==> src/rtl/seg_scan_pkg.sv <==
// seg_scan_pkg: shared widths and the hex-to-segment table for the scan controller.
// Segment bits are {g,f,e,d,c,b,a}, active-high.
package seg_scan_pkg;
    localparam int NIBBLE_W = 4;
    localparam int SEG_W    = 7;

    localparam logic [SEG_W-1:0] SEG_BLANK = 7'h00;
    localparam logic [SEG_W-1:0] SEG_0 = 7'h3F;
    localparam logic [SEG_W-1:0] SEG_1 = 7'h06;
    localparam logic [SEG_W-1:0] SEG_2 = 7'h5B;
    localparam logic [SEG_W-1:0] SEG_3 = 7'h4F;
    localparam logic [SEG_W-1:0] SEG_4 = 7'h66;
    localparam logic [SEG_W-1:0] SEG_5 = 7'h6D;
    localparam logic [SEG_W-1:0] SEG_6 = 7'h7D;
    localparam logic [SEG_W-1:0] SEG_7 = 7'h07;
    localparam logic [SEG_W-1:0] SEG_8 = 7'h7F;
    localparam logic [SEG_W-1:0] SEG_9 = 7'h6F;
    localparam logic [SEG_W-1:0] SEG_A = 7'h77;
    localparam logic [SEG_W-1:0] SEG_B = 7'h7C;
    localparam logic [SEG_W-1:0] SEG_C = 7'h39;
    localparam logic [SEG_W-1:0] SEG_D = 7'h5E;
    localparam logic [SEG_W-1:0] SEG_E = 7'h79;
    localparam logic [SEG_W-1:0] SEG_F = 7'h71;

    localparam logic [SEG_W-1:0] SEG_TABLE [16] = '{
        SEG_0, SEG_1, SEG_2, SEG_3, SEG_4, SEG_5, SEG_6, SEG_7,
        SEG_8, SEG_9, SEG_A, SEG_B, SEG_C, SEG_D, SEG_E, SEG_F
    };
endpackage

==> src/rtl/seg7_hex_dec.sv <==
// seg7_hex_dec: combinational nibble to 7-segment pattern (0-9, A-F).
module seg7_hex_dec
    import seg_scan_pkg::*;
(
    input  logic [NIBBLE_W-1:0] nib_i,
    output logic [SEG_W-1:0]    seg_o
);
    assign seg_o = SEG_TABLE[nib_i];
endmodule

==> src/rtl/seg_scan_mux.sv <==
// seg_scan_mux: time-multiplexed N-digit 7-segment scanner with double-buffered input,
// leading-zero blanking, per-digit blink, brightness PWM and anti-ghost dead time.
module seg_scan_mux
    import seg_scan_pkg::*;
#(
    parameter int NUM_DIGITS = 8,
    parameter int DIV_W      = 18,
    parameter int BLANK_CYC  = 64,
    parameter int BLINK_W    = 24
) (
    input  logic                           clk,
    input  logic                           rst_n,
    input  logic [NIBBLE_W*NUM_DIGITS-1:0] din,
    input  logic                           din_valid,
    output logic                           din_ready,
    input  logic [NUM_DIGITS-1:0]          dp_in,
    input  logic [NUM_DIGITS-1:0]          blink_en,
    input  logic                           lz_blank_en,
    input  logic [3:0]                     bright,
    output logic [NUM_DIGITS-1:0]          an,
    output logic [SEG_W-1:0]               seg,
    output logic                           dp,
    output logic                           frame_start
);
    localparam int SEL_W = $clog2(NUM_DIGITS);
    localparam int BUF_W = NIBBLE_W * NUM_DIGITS;

    logic [DIV_W-1:0]      div_q, div_d;
    logic [SEL_W-1:0]      idx_q, idx_d;
    logic [BLINK_W-1:0]    blink_q, blink_d;
    logic [BUF_W-1:0]      act_din_q, act_din_d, sh_din_q, sh_din_d;
    logic [NUM_DIGITS-1:0] act_dp_q, act_dp_d, sh_dp_q, sh_dp_d;
    logic                  pend_q, pend_d;
    logic [NUM_DIGITS-1:0] an_q, an_d;
    logic [SEG_W-1:0]      seg_q, seg_d;
    logic                  dp_q, dp_d, fs_q, fs_d;

    logic                  tick, wrap, accept, blank;
    logic [NIBBLE_W-1:0]   nib;
    logic [SEG_W-1:0]      dec_seg;
    logic [NUM_DIGITS-1:0] lz_top;

    seg7_hex_dec u_dec (
        .nib_i (nib),
        .seg_o (dec_seg)
    );

    always_comb begin
        tick      = &div_q;
        wrap      = tick && (idx_q == SEL_W'(NUM_DIGITS - 1));
        accept    = din_valid && !pend_q;
        div_d     = div_q + 1'b1;
        blink_d   = blink_q + 1'b1;
        idx_d     = wrap ? '0 : (tick ? idx_q + 1'b1 : idx_q);
        sh_din_d  = accept ? din : sh_din_q;
        sh_dp_d   = accept ? dp_in : sh_dp_q;
        pend_d    = accept ? 1'b1 : (wrap ? 1'b0 : pend_q);
        // shadow moves to active only on the frame wrap, so a frame never mixes two words
        act_din_d = (wrap && pend_q) ? sh_din_q : act_din_q;
        act_dp_d  = (wrap && pend_q) ? sh_dp_q : act_dp_q;
    end

    always_comb begin
        nib = act_din_q[NIBBLE_W*idx_q +: NIBBLE_W];
        for (int i = 0; i < NUM_DIGITS; i++)
            lz_top[i] = (act_din_q >> (NIBBLE_W * i)) == '0;
        blank = (div_q < DIV_W'(BLANK_CYC))
             || (div_q[DIV_W-1 -: 4] > bright)
             || (blink_en[idx_q] && blink_q[BLINK_W-1])
             || (lz_blank_en && idx_q != '0 && lz_top[idx_q]);
        an_d  = blank ? '0 : NUM_DIGITS'(1) << idx_q;
        seg_d = blank ? SEG_BLANK : dec_seg;
        dp_d  = !blank && act_dp_q[idx_q];
        fs_d  = wrap;
    end

    always_ff @(posedge clk or negedge rst_n) begin
        if (!rst_n) begin
            div_q     <= '0;
            idx_q     <= '0;
            blink_q   <= '0;
            act_din_q <= '0;
            act_dp_q  <= '0;
            sh_din_q  <= '0;
            sh_dp_q   <= '0;
            pend_q    <= 1'b0;
            an_q      <= '0;
            seg_q     <= SEG_BLANK;
            dp_q      <= 1'b0;
            fs_q      <= 1'b0;
        end else begin
            div_q     <= div_d;
            idx_q     <= idx_d;
            blink_q   <= blink_d;
            act_din_q <= act_din_d;
            act_dp_q  <= act_dp_d;
            sh_din_q  <= sh_din_d;
            sh_dp_q   <= sh_dp_d;
            pend_q    <= pend_d;
            an_q      <= an_d;
            seg_q     <= seg_d;
            dp_q      <= dp_d;
            fs_q      <= fs_d;
        end
    end

    assign din_ready   = !pend_q;
    assign an          = an_q;
    assign seg         = seg_q;
    assign dp          = dp_q;
    assign frame_start = fs_q;
endmodule

==> config.mk <==
export PLATFORM = sky130hd
export DESIGN_NAME = seg_scan_mux
export DESIGN_NICKNAME = d
export VERILOG_FILES = /design/src/rtl/seg_scan_pkg.sv /design/src/rtl/seg7_hex_dec.sv /design/src/rtl/seg_scan_mux.sv
export SDC_FILE = /design/constraint.sdc
export NUM_CORES = 1
export LEC_CHECK = 0
export ABC_AREA = 0
export BUFFER_PORTS_ARGS = -buffer_cell sky130_fd_sc_hd__clkbuf_2
export CORE_ASPECT_RATIO = 1.5
export CORE_MARGIN = 2
export CORE_UTILIZATION = 55
export CTS_CLUSTER_SIZE = 14
export DETAILED_ROUTE_END_ITERATION = 8
export HOLD_SLACK_MARGIN = 0.12
export MAX_ROUTING_LAYER = met4
export PLACE_DENSITY = 0.76
export SYNTH_ARGS = -nofsm -noshare
export SYNTH_HDL_FRONTEND = slang
export SYNTH_SLANG_ARGS = --single-unit
==> constraint.sdc <==
create_clock -name clk -period 5.6 [get_ports clk]
set_clock_uncertainty 0.1 [all_clocks]
set_input_delay 0.56 -clock clk [delete_from_list [all_inputs] [get_ports clk]]
set_output_delay 0.56 -clock clk [all_outputs]
set_load 0.01 [all_outputs]
==> flow_metrics.env, run 1 <==
export IMPL_grt_overflow=0
export IMPL_slew_limit_headroom_pct=27.5
export IMPL_critPathLaunchType="register"
export IMPL_drc=0
export IMPL_place_gp_congestion=0.889
export IMPL_top_usage_layer="met2"
export IMPL_synth_ff_type="dfrtp_1"
export IMPL_ys_seq_area_share_pct=55.2
export IMPL_finalCritPeriodShare_pct=57.7
export IMPL_tightest_slew_ps=1080
export IMPL_fp_dieW_um=92.7
export IMPL_layout_drive_gt1_share_pct=37.1
export IMPL_dp_hpwl_mm=8.65
export IMPL_ir_worst_vdd_v=0.000199
export IMPL_syn_nets=547
export IMPL_clockBufferDepth=2
export IMPL_utilization_pct=65.8
export IMPL_setup_viol=0
export IMPL_use_met3_pct=5.34
export IMPL_crit_path_end_kind="register"
export IMPL_avgSynthCellArea_um2=13.7
export IMPL_antenna_left=0
export IMPL_p_leak_nw=3.80
export IMPL_post_cts_resized=0
export IMPL_fin_nets=624
export IMPL_status="finished, final reports clean"
export IMPL_cts_tree="yes"
export IMPL_ys_types=41
export IMPL_cts_hold_buffers=1
export IMPL_syn_area_mm2=0.00649
export IMPL_portBuffers=73
export IMPL_use_met1_pct=26.2
export IMPL_wl_per_cell_um=17.3
export IMPL_antenna_cells=0
export IMPL_grt_max_degree=74
export IMPL_yosysWarnings=0
export IMPL_finalCriticalPeriod_ps=3230
export IMPL_grt_pass1_vias=4134
export IMPL_core_area_mm2=0.0115
export IMPL_fill_cells=857
export IMPL_vias=3951
export IMPL_crit_type="register to register"
export IMPL_synth_edf_count=0
export IMPL_grt_util_all_layers_pct=22.0
export IMPL_timing_fmax_mhz=310
export IMPL_die_y_um=137
export IMPL_vias_per_cell=5.54
export IMPL_regToRegSetupSlack_ps=2370
export IMPL_ys_ff_latch=143
export IMPL_fp_dieArea_mm2=0.0127
export IMPL_cts_root_buffer="clkbuf_16"
export IMPL_grt_pass1_wl_mm=20.6
export IMPL_drv_slew=0
export IMPL_cts_clk_slew_worst_paths_ps=60
export IMPL_drt_iter0_drc=216
export IMPL_ctsHtreeMaxLevel=4
export IMPL_cts_setup_buffers=0
export IMPL_worstPathRequired_ps=5810
export IMPL_clock_sinks=143
export IMPL_syn_to_final_growth_pct=16.9
export IMPL_numCtsBuffers=17
export IMPL_rows=48
export IMPL_crit_arrival_ps=3440
export IMPL_min_path_type="input port to register"
export IMPL_maxCapViolCount=0
export IMPL_ys_async_sr_fraction_pct=100
export IMPL_firstDrtPassIters=4
export IMPL_initial_core_util_pct=56.3
export IMPL_fin_setup_tns_ps=0
export IMPL_hold_ws_ps=273
export IMPL_use_met2_pct=35.3
export IMPL_ios=74
export IMPL_rsz0062_at_grt="no"
export IMPL_worstPathMaxFanout=19
export IMPL_drt_total_wl_mm=12.4
export IMPL_syn_inst=474
export IMPL_antenna_found_initial=0
export IMPL_clk_latency_ps=410
export IMPL_hold_viol=0
export IMPL_p_per_area_mw_per_mm2=306
where the power goes:
| group | switching [mW] | internal (mW) |
|---|---|---|
| registers | 0.0217 | 1.07 |
| logic | 0.0369 | 0.0453 |
| clock network | 0.413 | 0.731 |
| total | 0.472 | 1.85 |
sequential cells by signal, summed over array words and instances, names as in the netlist:
| signal | count |
|---|---|
| an | 8 |
| idx_q | 3 |
| pend_q | 1 |
| div_q | 18 |
| dp | 1 |
| act_dp_q | 8 |
| sh_dp_q | 8 |
| seg | 7 |
| frame_start | 1 |
| sh_din_q | 32 |
| act_din_q | 32 |
| blink_q | 24 |
per-stage QoR:
step                      cells  worst slack, ps  total power [mW]  instance area (µm²)
final                       713             2370              2.32                 7580
after global routing        713             2150              2.39                 7580
after CTS                   713             2390              2.34                 7580
after detailed placement    681             2400              1.20                 6970
after global placement      681             2520              1.19                 6970
after floorplan             474             2780              1.14                 6490
per-layer routing:
layer / part of all wire (%) / wire length (µm)
met5: 0 / 0
met4: 3.7 / 453
met3: 3.6 / 443
met2: 52 / 6380
met1: 41 / 5070
synthesized netlist by cell type (6+ instances only):
| cell | n | area [µm²] |
|---|---|---|
| mux4_2 | 12 | 270 |
| nor2_1 | 11 | 41.3 |
| nor4_1 | 14 | 87.6 |
| nor3_1 | 19 | 95.1 |
| nand4_1 | 6 | 37.5 |
| mux2_2 | 45 | 507 |
| inv_1 | 17 | 63.8 |
| and3_1 | 7 | 43.8 |
| clkbuf_1 | 7 | 26.3 |
| dfrtp_1 | 143 | 3580 |
| nand3_1 | 19 | 95.1 |
| xnor2_1 | 25 | 219 |
| nand2_1 | 26 | 97.6 |
| xor2_1 | 14 | 123 |
| ha_1 | 17 | 213 |
| mux2_4 | 39 | 586 |
| mux2i_1 | 9 | 90.1 |
critical path, cell delays in order (launching register included):
cell and delay [ps]:
dfrtp_1 910, mux4_2 600, mux2i_1 720, or3b_2 500, o221a_2 130, nor3_1 160
cells by family (layout without fill, tap and decap cells):
| family | Yosys count | in the layout | synth area share, % |
|---|---|---|---|
| buf+inv | 36 | 125 | 2.62 |
| compound gates | 17 | 17 | 1.83 |
| mux | 105 | 105 | 22.4 |
| xor+xnor | 39 | 39 | 5.27 |
| flops | 143 | 143 | 55.2 |
| fa+ha+maj | 17 | 17 | 3.28 |
| simple gates | 117 | 117 | 9.43 |
cell usage in the layout (no fill, tap or decap), types with 4 or more instances in the layout:
cell and instances:
dfrtp_1 143, clkbuf_2 72, mux2_2 45, mux2_4 39, nand2_1 26, xnor2_1 25
nand3_1 19, nor3_1 19, inv_1 17, ha_1 17, clkbuf_16 17, xor2_1 14
nor4_1 14, mux4_2 12, nor2_1 11, mux2i_1 9, and3_1 7, nand4_1 6
o22ai_1 4
worst paths after layout:
kind / start / endpoint / cells after the start
worst max-delay path: idx_q[0] / seg[0] / 5
worst min-delay path: din[16] / sh_din_q[16] / 2
worst max register to register: idx_q[0] / seg[0] / 5
worst min register to register: blink_q[9] / blink_q[9] / 1
max in group asynchronous: rst_n / blink_q[20] / 3
min in group asynchronous: rst_n / sh_dp_q[1] / 2
area by class of cell:
class | count | area, µm² | share of cell area, %
clock inverters | 10 | 136 | 1.80
flip-flops and latches | 143 | 3580 | 47.2
repair buffers | 76 | 397 | 5.23
multi-input cells | 295 | 2750 | 36.2
well taps | 150 | 188 | 2.47
inverters | 18 | 67.6 | 0.891
clock buffers | 21 | 470 | 6.20
(Power assumes the default switching activity.)
==> run 2: changes to the inputs <==
- ABC_AREA: 0 -> 1
- PLACE_DENSITY: 0.76 -> 0.75
- clock period: 5.6 -> 3.2 ns (I/O delays scaled with it)
==> run 2 against run 1 <==
Setup slack lost 1700 ps. Combinational power rose by 46%. Power is 66% higher. Clock power up 68%. Clock-buffer cell count down 4. Core utilization increased by 3.0 points. Routed wire length up 18%. Die area increased by 4.9%.
==> flow_metrics.env, run 2 <==
export IMPL_p_seq_share_pct=47.0
export IMPL_syn_inst=790
export IMPL_drt_iter0_drc=299
export IMPL_dp_hpwl_mm=9.82
export IMPL_layout_common_cells="191 x nand2_1, 143 x dfrtp_1, 106 x nor2_1, 82 x inv_1, 72 x clkbuf_2"
export IMPL_rsz0062_at_grt="no"
export IMPL_timing_fmax_mhz=388
export IMPL_synth_edf_count=0
export IMPL_hold_ws_ps=312
export IMPL_clock_sinks=143
export IMPL_maxCapViolCount=0
export IMPL_r2r_end="act_din_q[19]"
export IMPL_grt_max_degree=68
export IMPL_antenna_cells=0
export IMPL_combPwrFrac_pct=3.1
export IMPL_ctsHtreeMaxLevel=4
export IMPL_power_total_mw=3.85
export IMPL_cts_tree="yes"
export IMPL_yosysWarnings=0
export IMPL_worstPathRequired_ps=3370
export IMPL_syn_area_mm2=0.00682
export IMPL_ir_worst_vdd_v=0.000406
export IMPL_switchingPower_uw=885
export IMPL_drv_slew=0
export IMPL_cp_buffers_inverters=1
export IMPL_drc=0
export IMPL_grt_util_all_layers_pct=24.4
export IMPL_min_path_type="input port to asynchronous set/reset pin"
export IMPL_crit_path_end_kind="register"
export IMPL_grt_pass1_wl_mm=25.0
export IMPL_tightest_slew_ps=853
export IMPL_grt_overflow=0
export IMPL_antenna_found_initial=0
export IMPL_synthAdderAreaFrac_pct=3.12
export IMPL_clk_latency_ps=420
export IMPL_syn_to_final_growth_pct=21.3
export IMPL_crit_path_frequent_cell="ha_1"
export IMPL_grt_pass1_vias=5533
export IMPL_synth_top_area_share_pct=52.5
export IMPL_cpLargestDelayFamily="simple AND/OR/NAND/NOR gates"
export IMPL_slew_limit_headroom_pct=43.2
export IMPL_ys_ff_latch=143
export IMPL_synth_top_family_by_area="simple AND/OR/NAND/NOR gates"
export IMPL_initial_core_util_pct=56.7
export IMPL_finalCritPeriodShare_pct=80.5
export IMPL_rows=49
export IMPL_firstDrtPassIters=7
export IMPL_regToRegSetupSlack_ps=620
export IMPL_ys_async_sr_fraction_pct=100
export IMPL_crit_arrival_ps=2750
export IMPL_critPathLaunchType="register"
export IMPL_utilization_pct=68.8
export IMPL_ys_types=32
export IMPL_ios=74
export IMPL_core_area_mm2=0.0120
export IMPL_die_y_um=140
export IMPL_avgSynthCellArea_um2=8.63
export IMPL_vias=5464
export IMPL_ys_seq_area_share_pct=52.5
export IMPL_cts_clk_slew_worst_paths_ps=60
export IMPL_wl_per_cell_um=13.6
export IMPL_synth_xor_xnor_area_share_pct=4.88
export IMPL_place_gp_congestion=0.888
export IMPL_synth_top_area_cell="dfrtp_1"
export IMPL_antenna_left=0
export IMPL_synth_ff_type="dfrtp_1"
export IMPL_synthTopCellsByArea="dfrtp_1 52%, nand2_1 11%, nor2_1 5.8%"
export IMPL_layout_commonest_cell="nand2_1"
export IMPL_clockBufferDepth=2
export IMPL_fp_dieArea_mm2=0.0133
export IMPL_setup_viol=0
export IMPL_vias_per_cell=5.12
export IMPL_status="finished, final reports clean"
export IMPL_syn_nets=863
export IMPL_final_cells=1068
export IMPL_fin_setup_tns_ps=0
export IMPL_cp_cell_sequence="buf_4 > ha_1 > ha_1 > nand4_4 > nand2_1 > o21ai_1"
export IMPL_numCtsBuffers=17
export IMPL_hold_viol=0
export IMPL_p_sw_share_pct=23.0
export IMPL_synthTopCellsByCount="192 x nand2_1, 143 x dfrtp_1, 106 x nor2_1"
export IMPL_multi_input_area_mm2=0.00277
export IMPL_post_cts_resized=0
export IMPL_portBuffers=73
export IMPL_cts_setup_buffers=0
export IMPL_fp_dieW_um=94.9
export IMPL_p_leak_nw=4.39
export IMPL_synth_mux_area_share_pct=2.15
export IMPL_worstPathMaxFanout=67
export IMPL_crit_path_max_incr_delay_ps=650
export IMPL_register_area_mm2=0.00358
export IMPL_cp_slowest_cell="nand4_4"
export IMPL_pwr_share_clk_pct=49.9
export IMPL_largestRegisters="act_din_q: 32 flops, sh_din_q: 32 flops, blink_q: 24 flops"
export IMPL_rr_startpoint="idx_q[0]"
export IMPL_drt_total_wl_mm=14.5
export IMPL_place_inst=995
export IMPL_synth_simple_gate_area_share_pct=25.1
export IMPL_cts_root_buffer="clkbuf_16"
export IMPL_p_per_area_mw_per_mm2=465
export IMPL_synth_compound_area_share_pct=5.38
export IMPL_crit_type="register to register"
export IMPL_fill_cells=972
export IMPL_yosysMostFrequentCell="nand2_1"
export IMPL_finalCriticalPeriod_ps=2580
export IMPL_layout_drive_gt1_share_pct=15.2
export IMPL_fin_nets=975
export IMPL_worstRegToRegCells=6
export IMPL_intPower_mw=2.96
==> run 2: cell types whose count changed in the layout (fill, tap and decap cells not counted), sizes merged, moves of 11 or more <==
cell	before	now
mux4	12	0
nor4	14	2
nand2	26	195
a21oi	3	33
inv	18	93
nor2	11	109
mux2	84	13
nand3	19	61
dlygate4sd3	1	41
xnor2	25	13
o21ai	3	37
xor2	14	25
==> run 2: per-stage QoR <==
stage / area [µm²] / setup slack, ps
after detailed placement: 7280 / 679
after global placement: 7280 / 825
after CTS: 8270 / 641
after global routing: 8270 / 402
final: 8270 / 624
after floorplan: 6820 / 1290
==> run 2: cells by family (layout without fill, tap and decap cells) <==
group / count (synthesis) / count (layout)
xor+xnor: 38 / 38
compound gates: 72 / 72
flops: 143 / 143
fa+ha+maj: 17 / 17
mux: 13 / 13
simple gates: 395 / 395
buf+inv: 112 / 237
==> run 2: cell type report <==
| cell class | count | share of cell area [%] |
|---|---|---|
| sequential | 143 | 43.3 |
| multi-input combinational | 535 | 33.5 |
| tap | 153 | 2.32 |
| timing repair buffer | 119 | 10.1 |
| clock buffer | 17 | 5.15 |
| inverter | 86 | 3.90 |
| clock inverter | 15 | 1.79 |
==> run 2: routing by layer <==
| metal | global-route usage, % | part of all wire, % | routed length (µm) | up-vias |
|---|---|---|---|---|
| met5 | - | 0 | 0 | - |
| met2 | 40.8 | 52 | 7510 | 109 |
| met4 | 8.01 | 1.7 | 252 | 0 |
| li1 | - | - | - | 2725 |
| met1 | 29.7 | 44 | 6320 | 2609 |
| met3 | 4.46 | 3.0 | 436 | 21 |
==> run 2: how the worst max path moves through the flow <==
stage / cells past startpoint / slack (ps) / startpoint / to
2_1_floorplan: 13 / 1290 / idx_q[0] / seg[5]
3_3_place_gp: 5 / 820 / idx_q[1] / act_din_q[20]
3_5_place_dp: 6 / 680 / idx_q[0] / act_din_q[26]
4_1_cts: 6 / 640 / idx_q[0] / act_din_q[19]
5_1_grt: 6 / 400 / idx_q[0] / act_din_q[12]
6_report: 6 / 620 / idx_q[0] / act_din_q[19]
==> run 2: timing repair <==
item                                    4_1_cts  5_1_grt
hold buffers                                 41        0
endpoints found under the hold margin        88        0
endpoints found under the setup margin        0        0
==> run 2: power by group through the flow <==
stage               logic, mW  registers, mW  clock network (mW)
floorplan             0.00656           1.84                   0
global placement       0.0790           1.84                   0
detailed placement     0.0819           1.84                   0
CTS                     0.121           1.81                1.94
global route            0.136           1.81                2.02
finish                  0.120           1.81                1.92
==> run 3: changes to the inputs <==
- clock period: 3.2 -> 2.63 ns (I/O delays scaled with it)
==> run 3 against run 2 <==
Clock power is 27% higher. Via count rose by 2.7%. Setup slack got worse by 230 ps. Critical path type unchanged. Largest cell class unchanged. Critical endpoint is now act_din_q[28]. Routed wire length rose by 3.2%. Register-to-register slack lost 230 ps. Core utilization increased by 0.57 points. Sequential share of layout area fell by 0.36 points. Highest routed layer unchanged. Largest power group unchanged. Sequential power up 22%. First-iteration DRC count increased by 34%.
==> flow_metrics.env, run 3 (synthesized netlist as in run 2, its figures left out) <==
export IMPL_layout_common_cells="191 x nand2_1, 143 x dfrtp_1, 106 x nor2_1, 82 x inv_1, 72 x clkbuf_2"
export IMPL_vias_per_cell=5.23
export IMPL_largestRegisters="act_din_q: 32 flops, sh_din_q: 32 flops, blink_q: 24 flops"
export IMPL_regToRegSetupSlack_ps=400
export IMPL_portBuffers=73
export IMPL_fin_ws_ps=396
export IMPL_p_per_area_mw_per_mm2=573
export IMPL_tightest_slew_ps=602
export IMPL_cts_clk_slew_worst_paths_ps=60
export IMPL_combPwrFrac_pct=3.1
export IMPL_intPower_mw=3.81
export IMPL_ctsHtreeMaxLevel=4
export IMPL_fp_dieW_um=94.9
export IMPL_fill_cells=973
export IMPL_p_leak_nw=4.42
export IMPL_core_area_mm2=0.0120
export IMPL_layout_drive_gt1_share_pct=15.3
export IMPL_p_seq_share_pct=46.1
export IMPL_antenna_left=0
export IMPL_maxCapViolCount=0
export IMPL_endpoint="act_din_q[28]"
export IMPL_finalCriticalPeriod_ps=2230
export IMPL_postPlaceCellArea_mm2=0.00733
export IMPL_grt_pass1_vias=5830
export IMPL_worstRegToRegCells=7
export IMPL_cts_root_buffer="clkbuf_16"
export IMPL_antenna_found_initial=0
export IMPL_fin_setup_tns_ps=0
export IMPL_layout_commonest_cell="nand2_1"
export IMPL_pwr_share_clk_pct=50.8
export IMPL_cts_tree="yes"
export IMPL_vias=5610
export IMPL_fp_dieArea_mm2=0.0133
export IMPL_critPathLaunchType="register"
export IMPL_die_y_um=140
export IMPL_slew_limit_headroom_pct=59.9
export IMPL_grt_pass1_wl_mm=26.2
export IMPL_wl_per_cell_um=14.0
export IMPL_antenna_cells=0
export IMPL_critPathLaunch="idx_q[1]"
export IMPL_rsz0062_at_grt="no"
export IMPL_initial_core_util_pct=56.7
export IMPL_place_gp_congestion=0.915
export IMPL_grt_overflow=0
export IMPL_switchingPower_uw=967
export IMPL_setup_viol=0
export IMPL_drv_slew=0
export IMPL_timing_fmax_mhz=448
export IMPL_numCtsBuffers=17
export IMPL_final_area_mm2=0.00834
export IMPL_rr_startpoint="idx_q[1]"
export IMPL_dp_slack_ps=453
export IMPL_crit_arrival_ps=2470
export IMPL_firstDrtPassIters=5
export IMPL_clockBufferDepth=2
export IMPL_finalCritPeriodShare_pct=84.9
export IMPL_clock_sinks=143
export IMPL_fin_nets=981
export IMPL_crit_path_end_kind="register"
export IMPL_drt_iter0_drc=402
export IMPL_drt_total_wl_mm=15.0
export IMPL_crit_type="register to register"
export IMPL_r2r_end="act_din_q[28]"
export IMPL_power_total_mw=4.78
export IMPL_ir_worst_vdd_v=0.000464
export IMPL_syn_to_final_growth_pct=22.3
export IMPL_drc=0
export IMPL_worstPathMaxFanout=67
export IMPL_p_sw_share_pct=20.2
export IMPL_rows=49
export IMPL_ios=74
export IMPL_hold_viol=0
export IMPL_grt_max_degree=70
export IMPL_clk_latency_ps=420
export IMPL_cts_setup_buffers=0
export IMPL_min_path_type="input port to asynchronous set/reset pin"
export IMPL_grt_util_all_layers_pct=25.5
export IMPL_status="finished, final reports clean"
export IMPL_dp_hpwl_mm=10.0
export IMPL_worstPathRequired_ps=2870
[run 3: cell type report]
class	count	area (µm²)	share of cell area (%)
Sequential cell	143	3580	42.9
Clock buffer	21	460	5.52
Multi-Input combinational cell	535	2770	33.2
Tap cell	153	191	2.30
Clock inverter	9	136	1.64
Timing Repair Buffer	125	877	10.5
Inverter	86	323	3.87
[run 3: per-layer routing]
metal  wire length [µm]  global-route usage, %
met4                399                   11.1
met1               6240                   30.7
met2               7760                   42.0
met3                579                   4.09
met5                  0                      -
[run 3: power by group through the flow]
stage,sequential [mW],combinational [mW],clock [mW]
3_5_place_dp,2.24,0.101,0
5_1_grt,2.20,0.167,2.55
4_1_cts,2.20,0.150,2.46
2_1_floorplan,2.24,0.00798,0
3_3_place_gp,2.24,0.0975,0
6_report,2.20,0.148,2.43
[run 3: worst max-delay path, stage by stage, from the launching register on]
cell	delay, ps
dfrtp_1	490
buf_4	240
ha_1	220
ha_1	250
nand4_4	100
buf_4	490
nand2_1	120
o21ai_1	110
[run 3: stage by stage]
stage	hold slack, ps	std cells	util (%)
floorplan	-133	790	-
global placement	92.8	1001	61.0
detailed placement	102	1001	61.0
CTS	229	1072	69.4
global route	264	1072	69.4
finish	231	1072	69.4
[run 3: what timing repair did]
action	CTS	global route
hold buffers	41	0
resized for setup	0	0
endpoints found under the hold margin	148	0
[run 3: how the worst min path moves through the flow]
stage / endpoint / slack, ps
after floorplan: act_din_q[0] / -130
after global placement: div_q[5] / 90
after detailed placement: div_q[4] / 100
after CTS: div_q[5] / 230
after global routing: div_q[5] / 260
final: div_q[5] / 230
